### src/rtl/roi_pkg.sv
// rtl/roi_pkg.sv - shared FSM encoding and default geometry for the ROI crop engine
package roi_pkg;
  typedef enum logic [2:0] {IDLE, ARMED, ACTIVE, DONE, BLOCKED} roi_state_t;

  localparam int DEF_IMG_W   = 1024;
  localparam int DEF_IMG_H   = 768;
  localparam int DEF_MAX_ROI = 128;
  localparam int MAX_SHIFT   = 2;
endpackage

### src/rtl/roi_cfg_check.sv
// rtl/roi_cfg_check.sv - combinational legality check of an ROI window configuration
module roi_cfg_check
  import roi_pkg::*;
#(
  parameter int COORD_W = 11,
  parameter int IMG_W   = DEF_IMG_W,
  parameter int IMG_H   = DEF_IMG_H,
  parameter int MAX_ROI = DEF_MAX_ROI
) (
  input  logic [COORD_W-1:0] x0,
  input  logic [COORD_W-1:0] y0,
  input  logic [COORD_W-1:0] w,
  input  logic [COORD_W-1:0] h,
  input  logic [1:0]         shift,
  output logic               legal
);
  localparam logic [COORD_W:0]   IMG_W_L   = (COORD_W+1)'(IMG_W);
  localparam logic [COORD_W:0]   IMG_H_L   = (COORD_W+1)'(IMG_H);
  localparam logic [COORD_W-1:0] MAX_ROI_L = COORD_W'(MAX_ROI);

  logic [COORD_W:0]   x_end;
  logic [COORD_W:0]   y_end;
  logic [COORD_W-1:0] step_mask;

  // Sums carry one extra bit so a window running off the image cannot wrap back in
  always_comb begin
    x_end     = {1'b0, x0} + {1'b0, w};
    y_end     = {1'b0, y0} + {1'b0, h};
    step_mask = ~({COORD_W{1'b1}} << shift);
    legal     = (w != '0) && (h != '0)
             && (x_end <= IMG_W_L) && (y_end <= IMG_H_L)
             && ((w >> shift) <= MAX_ROI_L) && ((h >> shift) <= MAX_ROI_L)
             && ((w & step_mask) == '0) && ((h & step_mask) == '0)
             && (shift <= 2'(MAX_SHIFT));
  end
endmodule

### src/rtl/roi_crop_engine.sv
// rtl/roi_crop_engine.sv - crops a programmable, optionally decimated window from a raster pixel stream
module roi_crop_engine
  import roi_pkg::*;
#(
  parameter int PIX_W   = 16,
  parameter int COORD_W = 11,
  parameter int IMG_W   = DEF_IMG_W,
  parameter int IMG_H   = DEF_IMG_H,
  parameter int MAX_ROI = DEF_MAX_ROI,
  localparam int ROI_W  = $clog2(MAX_ROI)
) (
  input  logic               pixel_clk,
  input  logic               rst,
  input  logic [PIX_W-1:0]   pixel_in,
  input  logic [COORD_W-1:0] pixel_x,
  input  logic [COORD_W-1:0] pixel_y,
  input  logic               pixel_valid,
  input  logic               frame_vsync,
  input  logic [COORD_W-1:0] cfg_x0,
  input  logic [COORD_W-1:0] cfg_y0,
  input  logic [COORD_W-1:0] cfg_w,
  input  logic [COORD_W-1:0] cfg_h,
  input  logic [1:0]         cfg_shift,
  output logic [PIX_W-1:0]   roi_pixel,
  output logic [ROI_W-1:0]   roi_x,
  output logic [ROI_W-1:0]   roi_y,
  output logic               roi_valid,
  output logic               roi_sof,
  output logic               roi_eol,
  output logic               roi_frame_done,
  output logic               roi_frame_abort,
  output logic               cfg_err
);
  logic               vsync_d1;
  logic               frame_start;
  logic [COORD_W-1:0] sh_x0, sh_y0, sh_w, sh_h;
  logic [1:0]         sh_shift;
  logic [COORD_W-1:0] nx_x0, nx_y0, nx_w, nx_h;
  logic [1:0]         nx_shift;
  logic               nx_legal;
  roi_state_t         state, state_nx;

  logic [COORD_W:0]   x_end, y_end;
  logic [COORD_W-1:0] dx, dy, step, step_mask;
  logic               in_win, aligned, keep, last_x, last_y;

  assign frame_start = frame_vsync & ~vsync_d1;

  // Shadow values as they will be after this edge, so the FSM decides on the new window
  always_comb begin
    nx_x0    = frame_start ? cfg_x0    : sh_x0;
    nx_y0    = frame_start ? cfg_y0    : sh_y0;
    nx_w     = frame_start ? cfg_w     : sh_w;
    nx_h     = frame_start ? cfg_h     : sh_h;
    nx_shift = frame_start ? cfg_shift : sh_shift;
  end

  roi_cfg_check #(
    .COORD_W (COORD_W),
    .IMG_W   (IMG_W),
    .IMG_H   (IMG_H),
    .MAX_ROI (MAX_ROI)
  ) u_cfg_check (
    .x0    (nx_x0),
    .y0    (nx_y0),
    .w     (nx_w),
    .h     (nx_h),
    .shift (nx_shift),
    .legal (nx_legal)
  );

  always_comb begin
    x_end     = {1'b0, sh_x0} + {1'b0, sh_w};
    y_end     = {1'b0, sh_y0} + {1'b0, sh_h};
    dx        = pixel_x - sh_x0;
    dy        = pixel_y - sh_y0;
    step      = COORD_W'(1) << sh_shift;
    step_mask = step - COORD_W'(1);
    in_win    = (pixel_x >= sh_x0) && ({1'b0, pixel_x} < x_end)
             && (pixel_y >= sh_y0) && ({1'b0, pixel_y} < y_end);
    aligned   = ((dx & step_mask) == '0) && ((dy & step_mask) == '0);
    keep      = pixel_valid && !frame_start && in_win && aligned
             && ((state == ARMED) || (state == ACTIVE));
    last_x    = (dx == sh_w - step);
    last_y    = (dy == sh_h - step);
  end

  always_comb begin
    state_nx = state;
    if (frame_start)
      state_nx = nx_legal ? ARMED : BLOCKED;
    else if (keep && last_x && last_y)
      state_nx = DONE;
    else if (keep)
      state_nx = ACTIVE;
  end

  always_ff @(posedge pixel_clk or posedge rst) begin
    if (rst) begin
      vsync_d1        <= 1'b0;
      state           <= IDLE;
      sh_x0           <= '0;
      sh_y0           <= '0;
      sh_w            <= '0;
      sh_h            <= '0;
      sh_shift        <= '0;
      cfg_err         <= 1'b1;
      roi_valid       <= 1'b0;
      roi_pixel       <= '0;
      roi_x           <= '0;
      roi_y           <= '0;
      roi_sof         <= 1'b0;
      roi_eol         <= 1'b0;
      roi_frame_done  <= 1'b0;
      roi_frame_abort <= 1'b0;
    end else begin
      vsync_d1        <= frame_vsync;
      state           <= state_nx;
      sh_x0           <= nx_x0;
      sh_y0           <= nx_y0;
      sh_w            <= nx_w;
      sh_h            <= nx_h;
      sh_shift        <= nx_shift;
      cfg_err         <= ~nx_legal;
      roi_valid       <= keep;
      roi_pixel       <= keep ? pixel_in : '0;
      roi_x           <= keep ? ROI_W'(dx >> sh_shift) : '0;
      roi_y           <= keep ? ROI_W'(dy >> sh_shift) : '0;
      roi_sof         <= keep && (dx == '0) && (dy == '0);
      roi_eol         <= keep && last_x;
      roi_frame_done  <= keep && last_x && last_y;
      roi_frame_abort <= frame_start && (state == ACTIVE);
    end
  end
endmodule

### config.mk
export PLATFORM = sky130hd
export DESIGN_NAME = roi_crop_engine
export DESIGN_NICKNAME = d
export VERILOG_FILES = /design/src/rtl/roi_pkg.sv /design/src/rtl/roi_cfg_check.sv /design/src/rtl/roi_crop_engine.sv
export SDC_FILE = /design/constraint.sdc
export NUM_CORES = 1
export LEC_CHECK = 0
export ABC_AREA = 1
export BUFFER_PORTS_ARGS = -buffer_cell sky130_fd_sc_hd__buf_4
export CELL_PAD_IN_SITES_DETAIL_PLACEMENT = 1
export CELL_PAD_IN_SITES_GLOBAL_PLACEMENT = 1
export CORE_ASPECT_RATIO = 0.8
export CORE_UTILIZATION = 46
export CTS_BUF_LIST = sky130_fd_sc_hd__clkbuf_4
export CTS_CLUSTER_DIAMETER = 60
export DETAILED_ROUTE_END_ITERATION = 7
export PLACE_DENSITY = 0.93
export SYNTH_ARGS = -nofsm -noshare
export SYNTH_HDL_FRONTEND = slang
export SYNTH_HIERARCHICAL = 1
export SYNTH_SLANG_ARGS = --single-unit
export TNS_END_PERCENT = 5
### constraint.sdc
create_clock -name pixel_clk -period 4.9 [get_ports pixel_clk]
set_input_delay 0.245 -clock pixel_clk [delete_from_list [all_inputs] [get_ports pixel_clk]]
set_output_delay 0.245 -clock pixel_clk [all_outputs]
set_load 0.1 [all_outputs]
==> impl_metrics.tcl <==
set metrics [dict create \
    min_path_cells 3 \
    fin_cells 1717 \
    yosysUniqueCellTypes 45 \
    critPathLaunch "sh_h[2]$_DFF_PP0_" \
    timing.final.crit_period_ns 3.976 \
    clkSlewWorstSetupHoldPaths_ns 0.15 \
    power_uw 3298 \
    ys.warnings.count 6 \
    rr_worst_depth 19 \
    leakage_uw 0.005780 \
    die-area_um2 19460 \
    avgViaCountPerCell 5.482 \
    report.final.slew_viol_count 0 \
    drtIter0Drc 688 \
    place_congestion 0.9232 \
    reg2reg_slack_ns 0.92 \
    die-width_um 155.7 \
    ys.flop_type "dfrtp_1" \
    critPathRequiredTime_ns 5.27 \
    finalSetupTns_ns 0 \
    wl_per_cell_um 18.47 \
    drt_wl_total_um 31710 \
    pin_count 124 \
    die_y_um 125.0 \
    finalWorstSetupSlack_ns 0.9244 \
    power.density_nw_per_um2 322.1 \
    max-cap-violations 0 \
    core-area_um2 18330 \
    hp-class "in -> reg" \
    numClockSinks 86 \
    clockRootBuffer "clkbuf_4" \
    start_util_pct 47.43 \
    hp-start "pixel_in[3]" \
    synth.ff_latch_count 86 \
    ff_latch_area_um2 2153 \
    areaGrowthSynthToFinish_pct 17.74 \
    rsz0062_at_grt "no" \
    ir_worst_vdd_mv 0.1514 \
    clockBufferDepth 2 \
    holdPathEnd "roi_pixel[3]$_DFF_PP0_" \
    antenna_found_initial 1 \
    placedCellCount 1684 \
    grt_max_degree 83 \
    end_kind "register" \
    run_status "complete, no violations" \
    timing.rr.end "roi_y[6]$_DFF_PP0_" \
    grt_pass1_wl_um 50570 \
    netlist_area_um2 8696 \
    clk_latency_ns 0.47 \
    arrival_ns 4.35 \
    critPathKind "reg -> reg" \
    track_usage_pct 33.34 \
    hold_viol_final 0 \
    grt_pass1_vias 9640 \
    drc_errors 0 \
    cts_buffers 9 \
    hpwl_um 25820 \
    portBuffers 123 \
    synthArstFlopShare_pct 100.0 \
    synth_fp_nets 1512 \
    nets 1650 \
    startpoint_type "register" \
    setup_violations 0 \
    ys_seq_area_share_pct 24.76 \
    syn_inst 1321 \
    h-tree-depth 3 \
    critPathMaxFanout 34 \
    fill_cells 2514 \
    reg2reg_from "sh_h[2]$_DFF_PP0_" \
    skew_ns 0.01698 \
    cts_setup_buffers 0 \
    cts_tree "done" \
    dp_slack_ns 0.9979 \
    drive_above_1_share_pct 13.53 \
    ant_nets 0 \
    synth_edf_count 0 \
    row_count 44 \
    drtPass1Iterations 5 \
    postSynthAreaPerCell_um2 6.583 \
    route.vias.total 9413 \
    fmax_mhz 251.5 \
    slew_headroom_pct 27.88 \
    multi_input_area_um2 5687 \
    tightest_slew_ns 1.082 \
    overflow 0 \
    fin_crit_sh_pct 81.13 \
]
## logic make-up (layout without fill, tap and decap cells)
family	count (synthesis)	in the layout	share of synthesized area (%)
buffers and inverters	221	363	9.928
other	0	1	0
AO/OA/AOI/OAI	154	154	10.35
adder cells (fa/ha/maj)	103	103	15.51
flip-flops	86	86	24.76
AND/OR/NAND/NOR	711	711	34.56
XOR/XNOR	46	46	4.892
## power breakdown
group	internal (uW)	total, uW	leakage [uW]	switching [uW]
combinational	679	1930	0.00457	1260
sequential	762	835	0.00111	73.1
clock	264	528	0.0000971	264
## cells in the mapped netlist (8+ instances only)
library cell  instances  area (um^2)
a21oi_2               9        78.83
xnor2_1              17        148.9
nand4_1              22        137.6
clkbuf_1             11        41.29
nor2_1              128        480.5
nand3_1              81        405.4
nand2_1             429         1610
inv_1               198        743.2
fa_1                  8        160.2
a21oi_1              44        220.2
xor2_1               26        227.7
nand3b_1              9        67.56
ha_1                 95         1189
nor2_2               12        75.07
o21ai_0              65        325.3
nor3_2                9        90.09
dfrtp_1              85         2127
## sequential cells by signal, indices dropped and copies added (netlist names)
signal,cells
cfg_err,1
roi_eol,1
roi_frame_abort,1
roi_frame_done,1
roi_pixel,16
roi_sof,1
roi_valid,1
roi_x,7
roi_y,7
sh_h,11
sh_shift,2
sh_w,11
sh_x0,11
sh_y0,11
state,3
vsync_d1,1
## through the flow
| stage | hold slack (ns) | instance area (um^2) | utilization [%] |
|---|---|---|---|
| after CTS | 0.007477 | 10240 | 55.84 |
| after floorplan | 0.2764 | 8696 | - |
| after global placement | 0.1140 | 9883 | 53.91 |
| final | 0.02511 | 10240 | 55.85 |
| after global routing | 0.01708 | 10240 | 55.85 |
| after detailed placement | 0.1178 | 9883 | 53.91 |
## layer usage
layer | wire length (um) | part of all wire [%] | global-route usage (%) | vias to the layer above
met2 | 14550 | 46 | 54.26 | 347
met3 | 2276 | 7.2 | 4.541 | 66
li1 | - | - | - | 4479
met4 | 738 | 2.3 | 9.285 | 0
met5 | 0 | 0 | 0 | -
met1 | 14150 | 45 | 46.20 | 4521
## how the worst max path moves through the flow
| stage | to | slack, ns | depth (start not counted) |
|---|---|---|---|
| 6_report | roi_y[6]$_DFF_PP0_ | 0.92 | 19 |
| 4_1_cts | roi_y[6]$_DFF_PP0_ | 0.93 | 19 |
| 3_5_place_dp | roi_y[6]$_DFF_PP0_ | 1.0 | 19 |
| 3_3_place_gp | roi_y[5]$_DFF_PP0_ | 1.34 | 19 |
| 5_1_grt | roi_y[6]$_DFF_PP0_ | 0.61 | 19 |
| 2_1_floorplan | state[2]$_DFFE_PP0P_ | 1.77 | 20 |
## layout by cell type (no fill, tap or decap), types with 8 or more instances in the layout
cell type	instances
clkbuf_4	10
buf_4	128
fa_1	8
nand2_1	429
nand3b_1	9
xor2_1	26
ha_1	95
inv_1	197
nand4_1	22
a21oi_2	9
dlygate4sd3_1	17
nand3_1	81
nor3_2	9
o21ai_0	65
xnor2_1	17
nor2_1	127
dfrtp_1	85
nor2_2	12
a21oi_1	44
## worst max-delay path, stage by stage, from the launching register on
cell	delay, ns
dfrtp_1	0.46
ha_1	0.37
nand2_1	0.09
nor2_1	0.04
a211oi_1	0.42
inv_1	0.09
a31oi_1	0.24
o21ai_0	0.19
a31oi_1	0.22
xor2_1	0.24
ha_1	0.29
a21oi_1	0.15
nand2_1	0.06
nand2_1	0.06
nand2_1	0.06
nand2_1	0.11
nand3_1	0.14
nor2_4	0.20
inv_4	0.19
a211oi_1	0.24
## cell type report
type	count	area share (%)
Clock buffer	10	0.7332
Antenna cell	1	0.02444
Clock inverter	5	1.051
Timing Repair Buffer	145	11.05
Tap cell	253	3.092
Inverter	203	7.479
Sequential cell	86	21.03
Multi-Input combinational cell	1014	55.54
## timing repair
item / CTS / global route
hold buffers: 17 / 0
hold endpoints to repair: 20 / 0
resized for setup: 0 / 0
No activity file was read; power rests on OpenSTA's default activity.
